## config.mk

```make
export PLATFORM = sky130hd
export DESIGN_NAME = riscv_rf_wrarb
export DESIGN_NICKNAME = d
export VERILOG_FILES = /design/src/rtl/riscv_rf_wrarb.sv
export SDC_FILE = /design/constraint.sdc
export NUM_CORES = 1
export LEC_CHECK = 0
export CAP_MARGIN = 15
export CORE_MARGIN = 10
export CORE_UTILIZATION = 40
export DETAILED_ROUTE_END_ITERATION = 7
export GPL_ROUTABILITY_DRIVEN = 0
export GPL_TIMING_DRIVEN = 0
export PLACE_DENSITY = 0.85
export SLEW_MARGIN = 20
export SYNTH_ARGS = -nofsm -noshare
export SYNTH_HDL_FRONTEND = slang
export SYNTH_SLANG_ARGS = --single-unit
```

## constraint.sdc

```tcl
create_clock -name i_riscv_wrarb_clk -period 4.8 [get_ports i_riscv_wrarb_clk]
set_input_delay 0.96 -clock i_riscv_wrarb_clk [delete_from_list [all_inputs] [get_ports i_riscv_wrarb_clk]]
set_output_delay 0.96 -clock i_riscv_wrarb_clk [all_outputs]
set_load 0.05 [all_outputs]
```

## src/rtl/riscv_rf_wrarb.sv

```systemverilog
// Round-robin arbiter sharing the single riscv_rf write port between NREQ
// writeback sources; the winning write is registered before it reaches the RF.
module riscv_rf_wrarb #(
  parameter  int WIDTH = 64,
  parameter  int ADDR  = 5,
  parameter  int NREQ  = 3,
  localparam int IDW   = $clog2(NREQ)
) (
  input  logic                  i_riscv_wrarb_clk,
  input  logic                  i_riscv_wrarb_rst,
  input  logic                  i_riscv_wrarb_stall,
  input  logic [NREQ-1:0]       i_riscv_wrarb_valid,
  input  logic [NREQ*ADDR-1:0]  i_riscv_wrarb_rdaddr,
  input  logic [NREQ*WIDTH-1:0] i_riscv_wrarb_rddata,
  output logic [NREQ-1:0]       o_riscv_wrarb_ready,
  output logic                  o_riscv_wrarb_regwrite,
  output logic [ADDR-1:0]       o_riscv_wrarb_rdaddr,
  output logic [WIDTH-1:0]      o_riscv_wrarb_rddata,
  output logic [IDW-1:0]        o_riscv_wrarb_gntid
);

  logic [IDW-1:0]   ptr_r;
  logic             regwrite_r;
  logic [ADDR-1:0]  rdaddr_r;
  logic [WIDTH-1:0] rddata_r;
  logic [IDW-1:0]   gntid_r;

  logic [NREQ-1:0]  cand_s;
  logic             win_found_s;
  logic [IDW-1:0]   win_idx_s;
  logic [NREQ-1:0]  ready_s;
  logic             transfer_s;
  logic [ADDR-1:0]  rdaddr_win_s;
  logic [WIDTH-1:0] rddata_win_s;

  assign cand_s = i_riscv_wrarb_valid & {NREQ{~i_riscv_wrarb_stall}};

  // Round-robin search starting one past the last winner.
  always_comb begin
    int idx;
    win_found_s = 1'b0;
    win_idx_s   = '0;
    idx         = 0;
    for (int off = 1; off <= NREQ; off++) begin
      idx = (int'(ptr_r) + off) % NREQ;
      if (!win_found_s && cand_s[idx]) begin
        win_found_s = 1'b1;
        win_idx_s   = IDW'(idx);
      end else begin
        win_found_s = win_found_s;
      end
    end
  end

  // One-hot grant, forced low while reset is held.
  always_comb begin
    ready_s = '0;
    for (int k = 0; k < NREQ; k++) begin
      if (win_found_s && i_riscv_wrarb_rst && (win_idx_s == IDW'(k))) begin
        ready_s[k] = 1'b1;
      end else begin
        ready_s[k] = 1'b0;
      end
    end
  end

  assign transfer_s   = win_found_s & i_riscv_wrarb_rst;
  assign rdaddr_win_s = i_riscv_wrarb_rdaddr[win_idx_s*ADDR +: ADDR];
  assign rddata_win_s = i_riscv_wrarb_rddata[win_idx_s*WIDTH +: WIDTH];

  // Priority pointer and registered write toward the RF; x0 writes are consumed silently.
  always_ff @(posedge i_riscv_wrarb_clk or negedge i_riscv_wrarb_rst) begin
    if (!i_riscv_wrarb_rst) begin
      ptr_r      <= IDW'(NREQ - 1);
      regwrite_r <= 1'b0;
      rdaddr_r   <= '0;
      rddata_r   <= '0;
      gntid_r    <= '0;
    end else if (transfer_s) begin
      ptr_r      <= win_idx_s;
      regwrite_r <= (rdaddr_win_s != {ADDR{1'b0}});
      rdaddr_r   <= rdaddr_win_s;
      rddata_r   <= rddata_win_s;
      gntid_r    <= win_idx_s;
    end else begin
      regwrite_r <= 1'b0;
    end
  end

  assign o_riscv_wrarb_ready    = ready_s;
  assign o_riscv_wrarb_regwrite = regwrite_r;
  assign o_riscv_wrarb_rdaddr   = rdaddr_r;
  assign o_riscv_wrarb_rddata   = rddata_r;
  assign o_riscv_wrarb_gntid    = gntid_r;

endmodule

```

* Word-level counts from Yosys, hierarchy flattened *
Index checks and enable logic that the tools add are counted.

operators by class
  reductions and logical operators = 10
  mux-type cells = 19
  add/subtract/negate cells = 3
  div/mod/pow operators = 3
  multipliers = 1
  order comparisons = 3
  eq/ne operators = 2
  bitwise gates (word level) = 3
  shifts and indexed selects = 2

operators with widths
  operator                                                      number
  variable part select 192 x 9 -> 64 bit                        1
  less-than comparator 32 x 4 -> 1 bit (second input constant)  3
  remainder unit 32 x 3 -> 32 bit (second input constant)       3
  variable part select 15 x 6 -> 5 bit                          1
  two-way mux 1 bit                                             13
  adder 2 x 2 -> 3 bit (second input constant)                  2
  binary-select mux 1 bit (select 2 bit)                        3
  logical AND 1 bit                                             6
  two-way mux 2 bit                                             3
  multiplier 2 x 3 -> 5 bit (second input constant)             1
  nonzero test 5 bit                                            1
  adder 2 x 1 -> 3 bit (second input constant)                  1
  AND 3 bit                                                     1
  == test 2 x 1 -> 1 bit (second input constant)                1
  == test 2 bit (second input constant)                         1
  logical NOT 1 bit                                             2
  logical NOT 2 bit                                             1
  AND 1 bit                                                     1
  inverter 1 bit                                                1

storage, ports and cells
  word-level logic and storage cells = 51
  input bits = 213
  output and inout port bits = 75
  register bits = 74

* Logic depth before layout (Yosys ltp) *
  depth in word-level cells = 16
  gate-level depth with buffers = 12
  mapped depth without buffers = 9

* Worst setup path before layout *
No wires, ideal clock.

  kind = input-to-output
  start point = input i_riscv_wrarb_valid[0]
  end point = output o_riscv_wrarb_ready[2]
  path buffers = 2
  data required time = 3.840 ns
  arrival = 3.090 ns
  stages on the path = 7
  slack = 0.750 ns
  path through = nor2b_1 a211oi_1 or3_1 o41a_1 buf_2 clkbuf_1 nor2_1

between the ends
  word-level cells in the longest chain between the ends = 14
  elaborated cells on any way between the ends = 24
  classes of those cells = 1 x eq/ne; 16 x mux; 1 x bitwise; 6 x reduce/logical

ends and longest elaborated chain
  what                                                           line  text
  start, declared                                                12    input logic [NREQ-1:0] i_riscv_wrarb_valid,
  AND 3 bit (*)                                                  36    assign cand_s = i_riscv_wrarb_valid & {NREQ{~i_riscv_wrarb_stall}};
  binary-select mux 1 bit (select 2 bit)                         46    if (!win_found_s && cand_s[idx]) begin
  two-way mux 1 bit (not written as such) (2 in a row)           46
  two-way mux 1 bit                                              46
  logical NOT 1 bit                                              46
  logical AND 1 bit                                              46
  two-way mux 1 bit                                              46
  logical NOT 1 bit                                              46
  logical AND 1 bit                                              46
  two-way mux 2 bit / two-way mux 1 bit (equally long branches)  46
  == test 2 bit / logical AND 1 bit (equally long branches)      59    if (win_found_s && i_riscv_wrarb_rst && (win_idx_s == IDW'(k))) begin
  logical AND 1 bit (*)                                          59
  two-way mux 1 bit (*)                                          59
  end, declared                                                  15    output logic [NREQ-1:0] o_riscv_wrarb_ready,

Every way passes the cells marked *; elsewhere a longest branch is shown, timed or not. The select of a mux whose other input is x is not followed.

* Worst setup path in the final report *
Ends and elaborated chain as after synthesis.

==> impl_metrics.yaml <==
run_status:
  status: "finished clean"
sta:
  tightest_slew_ps: 628
  rsz0062_at_grt: "no"
  setup_viol: 0
  fin_crit_ps: 4630
  hold_viol_final: 0
  fmax_ghz: 0.216
  fin_crit_sh_pct: 96.4
  fin_skew_ps: 5.23
  finalMaxSlewViolations: 0
  slew_headroom_pct: 58.1
route:
  drt-initial-drc-count: 386
  drtPass1Iterations: 4
  detail_route.wirelength_mm: 20.7
  num_vias: 5461
  final_antenna_net_count: 0
  wl_per_cell_um: 21.4
  remaining_drc_errors: 0
  viasPerCell: 5.65
hold_path:
  holdCritPathClass: "flop to flop"
  hp-start: "o_riscv_wrarb_rddata[61]$_DFFE_PN0P_"
worst_setup_path:
  worst_setup_path_start_kind: "primary input"
  crit_type: "primary input to output port"
  startpoint: "i_riscv_wrarb_valid[0]"
  cp.arrival_ps: 3670
  endpoint_kind: "output port"
  crit_slowest_cell: "clkdlybuf4s50_1"
  cpPeakStageDelay_ps: 510
  worstPathCellList: "clkdlybuf4s50_1 > nor2b_1 > a211oi_1 > or3_1 > o41a_1 > buf_2 > clkbuf_1 > nor2_1 > buf_2"
  path_common_cell: "buf_2"
  crit_required_ps: 3840
  cp_max_fo: 10
  r2r_start: "ptr_r[1]$_DFFE_PN1P_"
yosys:
  synth_top_area_share_pct: 40.3
  avgSynthCellArea_um2: 8.51
  synth_ff_type: "dfrtp_1"
  synthesis.area_um2: 4470
  synth-seq-cells: 73
  synth_edf_count: 0
  synth_cell_types: 43
  synthTopCellsByArea: "dfrtp_1 (40%), a211oi_1 (12%), o31ai_1 (11%)"
  yosys_warnings: 0
  syn_inst: 525
  synth_area_leader_cell: "dfrtp_1"
  async_reset_ff_share_pct: 100
  syn_nets: 742
  yosysSeqAreaShare_pct: 40.9
global_route:
  grt_pass1_wl_mm: 31.7
  grt_pass1_vias: 5689
  grt-ovfl-total: 0
  antenna_found_initial: 1
  grt_max_degree: 46
  grt_use_total_pct: 25.0
pwr:
  powerDensity_nw_per_um2: 716
  ir_drop_v: 0.000392
  p_leak_nw: 3.33
floorplan:
  initial_core_util_pct: 41.0
  rows: 38
  die_h_um: 126
  die-width_um: 126
  io_pins: 288
  coreArea_um2: 10900
  die-area_um2: 15800
job:
  cap_violations: 0
final_layout:
  nFillCells: 857
  final_cell_area_um2: 7740
  antenna_cells: 0
  drive_above_1_share_pct: 5.20
  utilization_pct: 71.1
  syn_to_final_growth_pct: 73.3
  final_common_cell: "clkdlybuf4s50_1"
  nets: 1039
  mostFrequentLayoutCells: "clkdlybuf4s50_1 (282), dfrtp_1 (72), nand2_1 (71)"
clock_network:
  cts_buffers: 9
  cts_sinks: 73
  ctsLongestPathBuffers: 2
  insertion_delay_ps: 360
  root_buffer: "clkbuf_8"
  cts_tree: "yes"
  post-cts-setup-buffer-count: 0
  htreeDepth: 3
  cts_hold_buf: 0
  clkTransAtPathRegs_ps: 80
placement:
  port_buffers: 286
  dpl-instance-area_um2: 7530
  dp_hpwl_mm: 16.6
stage by stage:
step           hold WS, ps  power [mW]  TNS, ps  worst slack (ps)  std cells
3_3_place_gp           460        4.89   -82150             -2630        951
2_1_floorplan          512        3.62        0               750        525
5_1_grt                500        5.87        0              62.0        967
6_report               478        5.54        0               174        967
3_5_place_dp           465        5.00    -1110              -683        952
4_1_cts                483        5.55        0              71.2        967
layout make-up:
type                       instances  area (µm²)  area share [%]
buffer                            53         238            3.07
multi-input combinational        393        2400            31.0
tap                              140         175            2.26
clock buffer                      10         128            1.65
inverter                           5        18.8           0.242
timing repair buffer             287        2870            37.1
sequential                        73        1830            23.6
clock inverter                     6        82.6            1.07
timing repair:
| item | in CTS | in global routing |
|---|---|---|
| endpoints found under the hold margin | 0 | 0 |
| resized for setup | 8 | 6 |
| setup endpoints to repair | 3 | 3 |
| pin swaps | 2 | 0 |
synth_stat cells, types with 3 or more instances:
cell type and count:
buf_2 10, nand2b_1 3, inv_1 5, nor2_1 70, o31ai_1 67, and2_1 3, buf_4 5, and4_1 3
a211oi_1 69, nand2_1 71, ha_1 4, a311oi_1 3, dfrtp_1 72, and3_1 66, o21ai_0 5, clkbuf_1 36
kinds of logic after synthesis:
kind of cell	after synthesis	share of synthesized area, %
buf+inv	59	5.83
simple gates	227	24.2
fa+ha+maj	4	1.12
compound gates	160	27.5
mux	2	0.476
flops	73	40.9
power breakdown:
| group | internal [mW] | total (mW) | switching (mW) | leakage, nW |
|---|---|---|---|---|
| logic | 1.37 | 3.94 | 2.57 | 2.32 |
| clock network | 0.290 | 0.530 | 0.240 | 0.106 |
| registers | 0.920 | 1.08 | 0.156 | 0.906 |
| total | 2.58 | 5.54 | 2.97 | 3.33 |
worst max-delay path, delay by kind of cell:
| kind | cells | cell delay [ps] |
|---|---|---|
| buf+inv | 4 | 1290 |
| simple gates | 3 | 800 |
| compound gates | 2 | 600 |
final timing paths:
path / endpoint / slack (ps) / depth (start not counted)
worst min-delay path: o_riscv_wrarb_rddata[61]$_DFFE_PN0P_ / 480 / 2
worst min register to register: o_riscv_wrarb_rddata[61]$_DFFE_PN0P_ / 480 / 2
worst max register to register: o_riscv_wrarb_rddata[14]$_DFFE_PN0P_ / 1400 / 10
min in group asynchronous: o_riscv_wrarb_rddata[21]$_DFFE_PN0P_ / 530 / 1
worst max-delay path: o_riscv_wrarb_ready[2] / 170 / 9
max in group asynchronous: o_riscv_wrarb_rddata[52]$_DFFE_PN0P_ / 3680 / 2
routing by layer:
layer	part of all wire [%]	GRT usage [%]	up-vias
li1	-	-	2529
met5	0	0	-
met3	9.1	7.47	48
met1	38	27.9	2599
met2	50	43.1	285
met4	3.5	11.2	0
sequential cells by signal, summed over array words and instances (netlist names):
| signal | cells |
|---|---|
| o_riscv_wrarb_rddata | 64 |
| o_riscv_wrarb_rdaddr | 5 |
| ptr_r | 2 |
| o_riscv_wrarb_gntid | 1 |
| o_riscv_wrarb_regwrite | 1 |
Power figures use the tool's default switching activity.
